==> src/rtl/sim_test_ctrl.sv <==
// End-of-test controller: snoops core data-memory writes, counts cycles/instret, decodes tohost verdicts.
// Optional console byte FIFO on CON_ADDR is enabled by defining SIM_TEST_CTRL_CONSOLE_EN.
module sim_test_ctrl #(
  parameter int                    DATA_WIDTH  = 32,
  parameter logic [DATA_WIDTH-1:0] TOHOST_ADDR = 32'h0000_1000,
  parameter logic [DATA_WIDTH-1:0] CON_ADDR    = 32'h0000_1004,
  parameter int                    CNT_WIDTH   = 32,
  parameter int                    CON_DEPTH   = 16
) (
  input  logic                  clk,
  input  logic                  arst_n,
  input  logic                  start,
  input  logic [CNT_WIDTH-1:0]  timeout_cycles,
  input  logic                  mem_we,
  input  logic [DATA_WIDTH-1:0] mem_addr,
  input  logic [DATA_WIDTH-1:0] mem_wdata,
  input  logic                  instr_retired,
  output logic                  running,
  output logic                  done,
  output logic                  pass,
  output logic                  fail,
  output logic                  timed_out,
  output logic [DATA_WIDTH-2:0] fail_code,
  output logic [CNT_WIDTH-1:0]  cycle_count,
  output logic [CNT_WIDTH-1:0]  instret_count,
  output logic                  con_valid,
  output logic [7:0]            con_data,
  input  logic                  con_ready,
  output logic                  con_overflow
);

  typedef enum logic [2:0] {
    ST_IDLE,
    ST_RUN,
    ST_PASS,
    ST_FAIL,
    ST_TIMEOUT
  } state_t;

  localparam logic [CNT_WIDTH-1:0] CNT_ONE = CNT_WIDTH'(1);
  localparam logic [CNT_WIDTH-1:0] CNT_MAX = '1;

  state_t                 state;
  state_t                 state_next;
  logic [CNT_WIDTH-1:0]   timeout_lat;
  logic                   tohost_hit;
  logic                   wd_fire;

  assign tohost_hit = mem_we && (mem_addr == TOHOST_ADDR);
  assign wd_fire    = (timeout_lat != '0) && (cycle_count == timeout_lat - CNT_ONE);

  always_ff @(posedge clk or negedge arst_n) begin
    if (!arst_n) state <= ST_IDLE;
    else         state <= state_next;
  end

  // A tohost write with bit 0 set takes priority over the watchdog in the same cycle.
  always_comb begin
    state_next = state;
    if (start) begin
      state_next = ST_RUN;
    end else if (state == ST_RUN) begin
      if (tohost_hit && mem_wdata[0]) begin
        if (mem_wdata == DATA_WIDTH'(1)) state_next = ST_PASS;
        else                             state_next = ST_FAIL;
      end else if (wd_fire) begin
        state_next = ST_TIMEOUT;
      end
    end
  end

  always_ff @(posedge clk or negedge arst_n) begin
    if (!arst_n) begin
      cycle_count   <= '0;
      instret_count <= '0;
      timeout_lat   <= '0;
      fail_code     <= '0;
    end else if (start) begin
      cycle_count   <= '0;
      instret_count <= '0;
      timeout_lat   <= timeout_cycles;
      fail_code     <= '0;
    end else if (state == ST_RUN) begin
      if (cycle_count != CNT_MAX) cycle_count <= cycle_count + CNT_ONE;
      if (instr_retired && (instret_count != CNT_MAX)) instret_count <= instret_count + CNT_ONE;
      if (state_next == ST_FAIL) fail_code <= mem_wdata[DATA_WIDTH-1:1];
    end
  end

  assign running   = (state == ST_RUN);
  assign pass      = (state == ST_PASS);
  assign fail      = (state == ST_FAIL);
  assign timed_out = (state == ST_TIMEOUT);
  assign done      = pass || fail || timed_out;

`ifdef SIM_TEST_CTRL_CONSOLE_EN
  localparam int AW = $clog2(CON_DEPTH);

  logic [7:0]    fifo_mem [CON_DEPTH];
  logic [AW-1:0] wr_ptr;
  logic [AW-1:0] rd_ptr;
  logic [AW:0]   fill;
  logic          push_req;
  logic          push;
  logic          pop;
  logic          full;

  assign push_req  = mem_we && (mem_addr == CON_ADDR);
  assign full      = (fill == (AW+1)'(CON_DEPTH));
  assign con_valid = (fill != '0);
  assign pop       = con_valid && con_ready;
  // A simultaneous pop frees the slot, so a push into a full FIFO still succeeds.
  assign push      = push_req && (!full || pop);
  assign con_data  = con_valid ? fifo_mem[rd_ptr] : 8'h00;

  always_ff @(posedge clk) begin
    if (push) fifo_mem[wr_ptr] <= mem_wdata[7:0];
  end

  always_ff @(posedge clk or negedge arst_n) begin
    if (!arst_n) begin
      wr_ptr       <= '0;
      rd_ptr       <= '0;
      fill         <= '0;
      con_overflow <= 1'b0;
    end else begin
      if (push) wr_ptr <= wr_ptr + 1'b1;
      if (pop)  rd_ptr <= rd_ptr + 1'b1;
      if (push && !pop)      fill <= fill + 1'b1;
      else if (pop && !push) fill <= fill - 1'b1;
      if (push_req && !push) con_overflow <= 1'b1;
    end
  end
`else
  logic unused_console;

  assign unused_console = con_ready ^ (mem_addr == CON_ADDR) ^ (CON_DEPTH > 0);
  assign con_valid      = 1'b0;
  assign con_data       = 8'h00;
  assign con_overflow   = 1'b0;
`endif

endmodule

==> config.mk <==
export PLATFORM = sky130hd
export DESIGN_NAME = sim_test_ctrl
export DESIGN_NICKNAME = d
export VERILOG_FILES = /design/src/rtl/sim_test_ctrl.sv
export SDC_FILE = /design/constraint.sdc
export NUM_CORES = 1
export LEC_CHECK = 0
export BUFFER_PORTS_ARGS = -buffer_cell sky130_fd_sc_hd__buf_2
export CAP_MARGIN = 15
export CORE_MARGIN = 5
export CORE_UTILIZATION = 48
export CTS_CLUSTER_SIZE = 16
export DETAILED_ROUTE_END_ITERATION = 7
export PLACE_DENSITY = 0.86
export SLEW_MARGIN = 30
export SYNTH_ARGS = -nofsm -noshare
export SYNTH_HDL_FRONTEND = slang
export SYNTH_SLANG_ARGS = --single-unit
==> constraint.sdc <==
create_clock -name clk -period 2.7 [get_ports clk]
set_input_delay 0.27 -clock clk [delete_from_list [all_inputs] [get_ports clk]]
set_output_delay 0.27 -clock clk [all_outputs]
set_load 0.01 [all_outputs]
=== Word-level counts from Yosys, hierarchy flattened ===
Index checks and enable logic that the tools add are counted.

* Add/subtract/negate cells: 3
* Eq/ne operators: 10
* Multiplexer cells: 14
* Reductions and logical operators: 14

{| class="wikitable"
|+ Operators by type and width
! kind !! number
|-
| 2-to-1 mux 32 bit || 6
|-
| 2-to-1 mux 31 bit || 3
|-
| adder 32 x 1 -> 32 bit, second input constant || 2
|-
| != test 32 bit, second input constant || 2
|-
| == test 32 x 1 -> 1 bit, second input constant || 1
|-
| == test 32 x 13 -> 1 bit, second input constant || 1
|-
| == test 32 bit || 1
|-
| nonzero test 32 bit || 1
|-
| subtractor 32 x 1 -> 32 bit, second input constant || 1
|-
| 2-to-1 mux 3 bit || 4
|-
| == test 3 x 2 -> 1 bit, second input constant || 3
|-
| nonzero test 2 bit || 4
|-
| AND reduction 2 bit || 3
|-
| logical AND 1 bit || 4
|-
| == test 3 x 1 -> 1 bit, second input constant || 1
|-
| == test 3 bit, second input constant || 1
|-
| logical OR 1 bit || 2
|-
| 2-to-1 mux 1 bit || 1
|}

* Flip-flop bits (word level): 130
* Input port bits: 102
* Output and inout port bits: 110
* Logic and storage cells: 46

=== Logic depth before layout (Yosys ltp) ===
Gate-level depths: netlist (run 1).

* Depth after elaboration: 11
* Mapped depth: 10
* Depth with buffers taken out: 9

=== Least setup slack after synthesis (run 1) ===
No wires, ideal clock.

* Path kind: register to register
* Start: register timeout_lat[16]
* End: register state[0]
* Library setup time: 122 ps
* Arrival: 2478 ps
* Data required time: 2578 ps
* Path slack: 100 ps
* Stages on the path, launching flop included: 9
* Path buffers: 1
* Period minus slack after synthesis: 2600 ps
* Cell sequence: dfrtp_1 > or4_1 > buf_2 > or3_4 > a2111oi_4 > o21bai_1 > a2111oi_0 > and4_1 > o21ai_1

* Longest elaborated chain between the ends: 7
* Elaborated cells between the ends (all ways): 8
* Classes of those cells: add/sub: 1; eq/ne: 1; mux: 4; reduce/logical: 2

{| class="wikitable"
|+ RTL lines
! item !! line !! text
|-
| start: declaration || 45 || <nowiki>logic [CNT_WIDTH-1:0] timeout_lat;</nowiki>
|-
| start signal: assignment || 81 || <nowiki>timeout_lat <= timeout_cycles;</nowiki>
|-
| subtractor 32 x 1 -> 32 bit || 50 || <nowiki>assign wd_fire = (timeout_lat != '0) && (cycle_count == timeout_lat - CNT_ONE);</nowiki>
|-
| == test 32 bit || 50 ||
|-
| logical AND 1 bit * || 50 ||
|-
| 2-to-1 mux 3 bit * || 66 || <nowiki>end else if (wd_fire) begin</nowiki>
|-
| 2-to-1 mux 3 bit * || 63 || <nowiki>if (tohost_hit && mem_wdata[0]) begin</nowiki>
|-
| 2-to-1 mux 3 bit * || 62 || <nowiki>end else if (state == ST_RUN) begin</nowiki>
|-
| 2-to-1 mux 3 bit * || 60 || <nowiki>if (start) begin</nowiki>
|-
| named net state_next[0] || 44 || <nowiki>state_t state_next;</nowiki>
|-
| end signal: assignment || 54 || <nowiki>else state <= state_next;</nowiki>
|-
| end: declaration || 43 || <nowiki>state_t state;</nowiki>
|}

The timed path passes the listed nets; every way through them passes the cells marked *.
A chain may end at the register's enable or synchronous reset.

=== Worst setup path after layout (run 1) ===
Ends and elaborated chain as after synthesis.

==> results of run 1 <==
[state kept, by name (all words and copies together) (netlist names)]
register,count
cycle_count,32
state,3
fail_code,31
timeout_lat,32
instret_count,32
[cell type report]
class	count	area (um2)
Clock inverter	9	105
Timing Repair Buffer	254	1450
Tap cell	188	235
Fill cell	1189	5600
Inverter	21	78.8
Sequential cell	130	3250
Clock buffer	23	478
Multi-Input combinational cell	569	3880
[metrics by stage]
step            util  setup WS [ps]  cell area (um2)
6_report       0.629           43.5             9490
3_5_place_dp   0.585           26.2             8830
2_1_floorplan      -           99.7             7360
3_3_place_gp   0.585            100             8830
5_1_grt        0.629          -44.5             9490
4_1_cts        0.625           34.7             9430
[routing by layer]
| layer | global-route usage | vias to the layer above | share of wire |
|---|---|---|---|
| li1 | - | 3164 | - |
| met1 | 0.289 | 3328 | 0.40 |
| met2 | 0.411 | 296 | 0.51 |
| met3 | 0.0691 | 34 | 0.075 |
| met4 | 0.0703 | 0 | 0.019 |
| met5 | 0 | - | 0 |
[worst max path at each step]
stage                    end  slack (ps)  depth (start not counted)
detailed placement  state[0]          30                          7
global route        state[0]         -40                          7
floorplan           state[0]         100                          8
CTS                 state[0]          30                          7
global placement    state[0]         100                          9
finish              state[0]          40                          7
[power by group through the flow]
stage               clock (mW)  combinational [mW]  sequential (mW)
global route              2.41               0.616             2.08
detailed placement           0               0.537             2.10
global placement             0               0.524             2.09
floorplan                    0               0.296             2.09
finish                    2.28               0.563             2.07
CTS                       2.30               0.546             2.07
[what timing repair did]
item	in CTS	in global routing
gates cloned	0	0
resized for setup	1	10
buffers inserted	0	2
endpoints found under the hold margin	30	0
endpoints found under the setup margin	1	2
pin swaps	0	9
hold buffers	1	0
[kinds of logic after synthesis]
kind of cell,count (synthesis),synth area share
and+or+nand+nor,316,0.229
adders and majority gates,3,0.00512
other,1,0.000512
xor gates and xnor gates,82,0.102
buffers and inverters,64,0.0393
muxes,64,0.0924
AOI/OAI and AO/OA,94,0.0879
DFF,130,0.444
[Yosys cell counts, types with 4 or more instances]
cell and number:
nor2_1 103, nand2b_1 4, nand4_1 19, clkbuf_1 29, xor2_1 26, o21ai_1 4
o21ai_0 25, mux2_2 29, mux2i_1 35, or3_1 22, nor3_1 32, a21oi_1 24
and4_1 8, or2_2 4, and2_1 4, xnor2_1 54, or4_1 8, dfrtp_1 130
nor4b_1 5, inv_1 21, nand2_1 31, a41oi_1 5, and3_1 11, nand3_1 27
buf_4 10, nor4_1 24
[worst max-delay path, cell delays in order, from the launching register on]
cell and delay [ps]:
dfrtp_1 370, or4_4 580, or3_4 430, nor4_1 270
o211ai_1 160, a2111oi_0 410, and4_1 260, o21ai_1 70
==> results.sh, run 1 <==
export IMPL_comb_power_share=0.115
export IMPL_r2r_end="state[0]"
export IMPL_start_util=0.486
export IMPL_power_leakage_nw=4.54
export IMPL_setup_worst_path_start="timeout_lat[16]"
export IMPL_wire_length_of_the_first_global_routing_pass_mm=34.2
export IMPL_timing_setup_critical_path_class="reg2reg"
export IMPL_track_usage=0.238
export IMPL_dieHeight_um=134
export IMPL_timing_critical_path_arrival_ps=2960
export IMPL_ys_ff_latch=130
export IMPL_hp_class="in2reg"
export IMPL_synth_async_reset_ratio=1.00
export IMPL_synth_warning_count=0
export IMPL_die_width_um=134
export IMPL_layout_cells_non_filler=1194
export IMPL_number_of_enable_type_register_cells_in_the_synthesized_netlist=0
export IMPL_clkLatencyLatePin_ps=420
export IMPL_placeableCoreArea_um2=15100
export IMPL_vdd_drop_max_mv=0.405
export IMPL_critical_path_startpoint_type="flop"
export IMPL_area_growth_pct=29.5
export IMPL_maximum_buffer_depth_of_the_clock_tree=2
export IMPL_worst_slew_pin_slew_ps=563
export IMPL_cts_buffers=17
export IMPL_globalRouteOverflowTotal=0
export IMPL_first_global_vias=6903
export IMPL_dp_hpwl_mm=15.8
export IMPL_port_buffers=200
export IMPL_timing_critical_path_to_type="flop"
export IMPL_drt_vias_per_instance=5.71
export IMPL_gp_congestion=0.953
export IMPL_hold_ws_ps=85.5
export IMPL_cts_num_sinks=130
export IMPL_synth_top_cell_by_area="dfrtp_1"
export IMPL_cts_clk_slew_worst_paths_ps=60
export IMPL_layout_cells_most_common="buf_2"
export IMPL_remaining_drc_errors=0
export IMPL_sw_frac_of_total=0.247
export IMPL_synthDistinctLibCells=65
export IMPL_report_power_total_mw=4.91
export IMPL_max_cap_viol_count=0
export IMPL_internal_power_mw=3.70
export IMPL_powerDensity_nw_per_um2=517
export IMPL_totalWireLength_mm=21.3
export IMPL_cts_tree="yes"
export IMPL_finalMaxSlewViolations=0
export IMPL_finish_net_count=1098
export IMPL_holdCritStartpoint="timeout_cycles[30]"
export IMPL_ys_dominant_reg_cell="dfrtp_1"
export IMPL_run_status="completed"
export IMPL_synth_top_cell_area_share=0.444
export IMPL_htree_num_levels=4
export IMPL_postSynthAreaPerCell_um2=9.72
export IMPL_hold_end="timeout_lat[30]"
export IMPL_synth_yosys_seq_area_share=0.444
export IMPL_worstReg2RegStart="timeout_lat[16]"
export IMPL_fin_crit_sh=0.984
export IMPL_setup_tns_final_ps=0
export IMPL_grt_start_max_net_pins=70
export IMPL_reg2regPathDepth=7
export IMPL_netSwitchingPower_mw=1.21
export IMPL_finalWorstPathRequiredPeriod_ps=2660
export IMPL_synth_top_cells_by_area="dfrtp_1 44%, xnor2_1 6.5%, nor2_1 5.3%, mux2i_1 4.8%, mux2_2 4.5%"
export IMPL_num_antenna_cells=0
export IMPL_fmax_mhz=376
export IMPL_layout_common_cells="198 x buf_2, 129 x dfrtp_1, 103 x nor2_1"
export IMPL_timing_hold_violations_final=0
export IMPL_cp_data_required_time_ps=3000
export IMPL_place_detailed_instances=1159
export IMPL_min_delay_path_depth=2
export IMPL_drt_pass1_iter_count=5
export IMPL_power_sequential_fraction=0.421
export IMPL_post_synth_inst_count=754
export IMPL_cts_root_buffer="clkbuf_16"
export IMPL_portion_of_total_power_attributed_to_the_clock_network=0.464
export IMPL_worstPathMaxFanout=5
export IMPL_placementRows=45
export IMPL_finalClockSkew_ps=11.4
export IMPL_r2r_setup_slk_ps=40
export IMPL_syn_cell_area_um2=7330
export IMPL_wl_per_cell_um=17.8
export IMPL_postRouteAntennaNets=0
export IMPL_report_final_setup_viol=0
export IMPL_route_vias_total=6822
export IMPL_first_iter_violations=460
export IMPL_num_ports=212
export IMPL_timing_max_slew_rel_slack=0.620
export IMPL_drive_gt1_frac=0.334
export IMPL_die_area_um2=17800
export IMPL_antenna_violations_before_repair=0
Power figures use the tool's default switching activity.
==> run 2, diff against run 1 <==
ABC_AREA = 1   (was unset)
CORE_UTILIZATION = 49   (was 48)
CTS_CLUSTER_DIAMETER = 150   (was unset)
PLACE_DENSITY = 0.85   (was 0.86)
==> run 2 against run 1 <==
Non-clock buffer count down 42. Core utilization fell by 2.3 points. Setup slack better by 190 ps. Critical path depth rose by 8. Worst hold slack lost 30 ps. Routed wire length grew 24%. Final cell count increased by 35%. Global-route usage up 3.0 points. Largest power group unchanged. Via count up 29%.
==> results.sh, run 2 <==
export IMPL_fin_util=0.606
export IMPL_setup_worst_path_end="state[0]"
export IMPL_finish_net_count=1486
export IMPL_port_buffers=200
export IMPL_muxShareOfSynthArea=0
export IMPL_powerDensity_nw_per_um2=476
export IMPL_area_growth_pct=20.8
export IMPL_cts_num_sinks=130
export IMPL_cts_tree="yes"
export IMPL_yosys_area_share_xor_xnor=0.0602
export IMPL_htree_num_levels=4
export IMPL_sw_frac_of_total=0.295
export IMPL_synthDistinctLibCells=45
export IMPL_synth_yosys_seq_area_share=0.388
export IMPL_timing_hold_violations_final=0
export IMPL_cts_root_buffer="clkbuf_16"
export IMPL_synth_top_cell_area_share=0.388
export IMPL_setup_worst_path_start="timeout_lat[0]"
export IMPL_die_width_um=141
export IMPL_totalWireLength_mm=26.4
export IMPL_finalClockSkew_ps=13.1
export IMPL_cts_clk_slew_worst_paths_ps=70
export IMPL_cts_buffers=17
export IMPL_layout_common_cells="345 x nand2_1, 198 x buf_2, 130 x dfrtp_1"
export IMPL_critPathBufInv=2
export IMPL_num_antenna_cells=0
export IMPL_fin_crit_sh=0.915
export IMPL_power_leakage_nw=4.93
export IMPL_hold_ws_ps=56.0
export IMPL_yosys_area_share_adder=0.00448
export IMPL_number_of_enable_type_register_cells_in_the_synthesized_netlist=0
export IMPL_post_synth_inst_count=1185
export IMPL_cp_data_required_time_ps=3020
export IMPL_drt_pass1_iter_count=5
export IMPL_ys_dominant_reg_cell="dfrtp_1"
export IMPL_finalWorstPathRequiredPeriod_ps=2470
export IMPL_synthSimpleGateAreaFrac=0.374
export IMPL_die_area_um2=19800
export IMPL_hp_class="in2reg"
export IMPL_clkLatencyLatePin_ps=420
export IMPL_report_power_total_mw=4.81
export IMPL_portion_of_total_power_attributed_to_the_clock_network=0.443
export IMPL_crit_path_top_delay_cell="dfrtp_1"
export IMPL_min_delay_path_depth=3
export IMPL_cp_top_family="simple AND/OR/NAND/NOR gates"
export IMPL_route_vias_total=8819
export IMPL_fmax_mhz=405
export IMPL_fraction_of_the_mapped_netlist_area_in_compound_gates=0.0893
export IMPL_syn_cell_area_um2=8380
export IMPL_critPathMaxStageDelay_ps=390
export IMPL_setup_tns_final_ps=0
export IMPL_reg2regPathDepth=15
export IMPL_antenna_violations_before_repair=0
export IMPL_r2r_end="state[0]"
export IMPL_report_final_setup_viol=0
export IMPL_worst_slew_pin_slew_ps=689
export IMPL_drive_gt1_frac=0.201
export IMPL_vdd_drop_max_mv=0.498
export IMPL_cts_repair_timing_setup_buffer_count=0
export IMPL_reg_largest_list="cycle_count: 32 flops, instret_count: 32 flops, timeout_lat: 32 flops"
export IMPL_synth_async_reset_ratio=1.00
export IMPL_placeableCoreArea_um2=16700
export IMPL_place_area_um2=9580
export IMPL_track_usage=0.267
export IMPL_synth_warning_count=0
export IMPL_wl_per_cell_um=16.3
export IMPL_maximum_buffer_depth_of_the_clock_tree=2
export IMPL_first_iter_violations=582
export IMPL_cts_resized_gates=0
export IMPL_globalRouteOverflowTotal=0
export IMPL_wire_length_of_the_first_global_routing_pass_mm=42.9
export IMPL_max_cap_viol_count=0
export IMPL_grt_start_max_net_pins=64
export IMPL_dp_hpwl_mm=20.1
export IMPL_worstReg2RegStart="timeout_lat[0]"
export IMPL_critPathMostFrequentCell="nand2_1"
export IMPL_gp_congestion=1.00
export IMPL_worstPathMaxFanout=5
export IMPL_synth_top_cells_by_area="dfrtp_1 39%, nand2_1 15%, nor2_1 5.5%, inv_1 5.5%, nand3_1 4.5%"
export IMPL_timing_critical_path_arrival_ps=2790
export IMPL_rsz_0062_raised_after_global_routing="no"
export IMPL_start_util=0.502
export IMPL_timing_max_slew_rel_slack=0.540
export IMPL_synth_top_cell_by_area="dfrtp_1"
export IMPL_critical_path_startpoint_type="flop"
export IMPL_remaining_drc_errors=0
export IMPL_placementRows=47
export IMPL_first_global_vias=8725
export IMPL_power_sequential_fraction=0.433
export IMPL_timing_critical_path_to_type="flop"
export IMPL_postRouteAntennaNets=0
export IMPL_timing_critical_path_depth=15
export IMPL_drt_vias_per_instance=5.46
export IMPL_dieHeight_um=141
export IMPL_timing_setup_critical_path_class="reg2reg"
export IMPL_postSynthAreaPerCell_um2=7.07
export IMPL_final_design_instance_area_without_fill_um2=10100
export IMPL_synth_common_cells="345 x nand2_1, 130 x dfrtp_1, 123 x nor2_1"
export IMPL_finalMaxSlewViolations=0
export IMPL_post_synth_top_count_cell="nand2_1"
export IMPL_ys_ff_latch=130
export IMPL_r2r_setup_slk_ps=230
export IMPL_layout_cells_most_common="nand2_1"
export IMPL_combinational_family_with_the_most_area_after_synthesis="simple AND/OR/NAND/NOR gates"
export IMPL_num_ports=212
export IMPL_crit_path_cell_trace="inv_1 -> ha_1 -> nand2_4 -> inv_1 -> nand2_1 -> nor2_1 -> nand3_1 -> nand3_1 -> nand2_1 -> nor2_1 -> nand3_1 -> nor2_2 -> nand2_1 -> nand3b_1 -> nand2_1"
export IMPL_run_status="completed"
export IMPL_netSwitchingPower_mw=1.42
export IMPL_comb_power_share=0.125
export IMPL_internal_power_mw=3.39
[run 2: cell count changes in the layout (fill, tap and decap cells not counted), moves of 36 or more]
cell	before	now
buf_4	52	11
nand3_1	27	75
xnor2_1	54	14
o21ai_0	25	61
inv_1	21	121
nand2_1	31	345
[run 2: per-layer routing]
layer	vias to the layer above	global-route usage	wire length, um
li1	4268	-	-
met1	4113	0.340	10900
met2	389	0.453	12800
met3	49	0.0528	1910
met4	0	0.0994	742
met5	-	0	0
[run 2: what timing repair did]
item                                    CTS  global route
endpoints found under the setup margin    0             0
hold buffers                              1             0
hold endpoints to repair                 57             0
[run 2: cell families after synthesis]
| kind of cell | Yosys count |
|---|---|
| other cells | 1 |
| simple gates | 700 |
| xor+xnor | 56 |
| flops | 130 |
| buf+inv | 169 |
| fa+ha+maj | 3 |
| compound gates | 126 |
[run 2: worst min-delay path by stage]
stage                            start               to  slack (ps)
finish               timeout_cycles[2]   timeout_lat[2]          60
global route        timeout_cycles[30]  timeout_lat[30]          50
CTS                 timeout_cycles[23]  timeout_lat[23]          40
detailed placement              arst_n   timeout_lat[7]         290
global placement                arst_n   timeout_lat[5]         280
floorplan                       arst_n   cycle_count[0]         -30
[run 2: tightest hold or removal path, cell delays in order]
cell	delay (ps)
buf_2	80
nand2_1	40
nand2_1	50
[run 2: power by group through the flow]
stage,clock network (mW),registers [mW],logic [mW]
finish,2.13,2.08,0.599
global route,2.25,2.09,0.680
CTS,2.16,2.08,0.599
detailed placement,0,2.11,0.593
global placement,0,2.11,0.575
floorplan,0,2.10,0.368
[run 2: cell type report]
class / instances / area (um2)
Multi-Input combinational cell: 895 / 4470
Tap cell: 220 / 275
Fill cell: 1549 / 6580
Inverter: 125 / 470
Timing Repair Buffer: 212 / 1110
Sequential cell: 130 / 3250
Clock inverter: 14 / 105
Clock buffer: 18 / 429
[run 2: metrics by stage]
| step | setup WS [ps] | cells |
|---|---|---|
| finish | 229 | 1614 |
| global route | 18.9 | 1614 |
| CTS | 251 | 1614 |
| detailed placement | 311 | 1581 |
| global placement | 243 | 1581 |
| floorplan | 792 | 1194 |
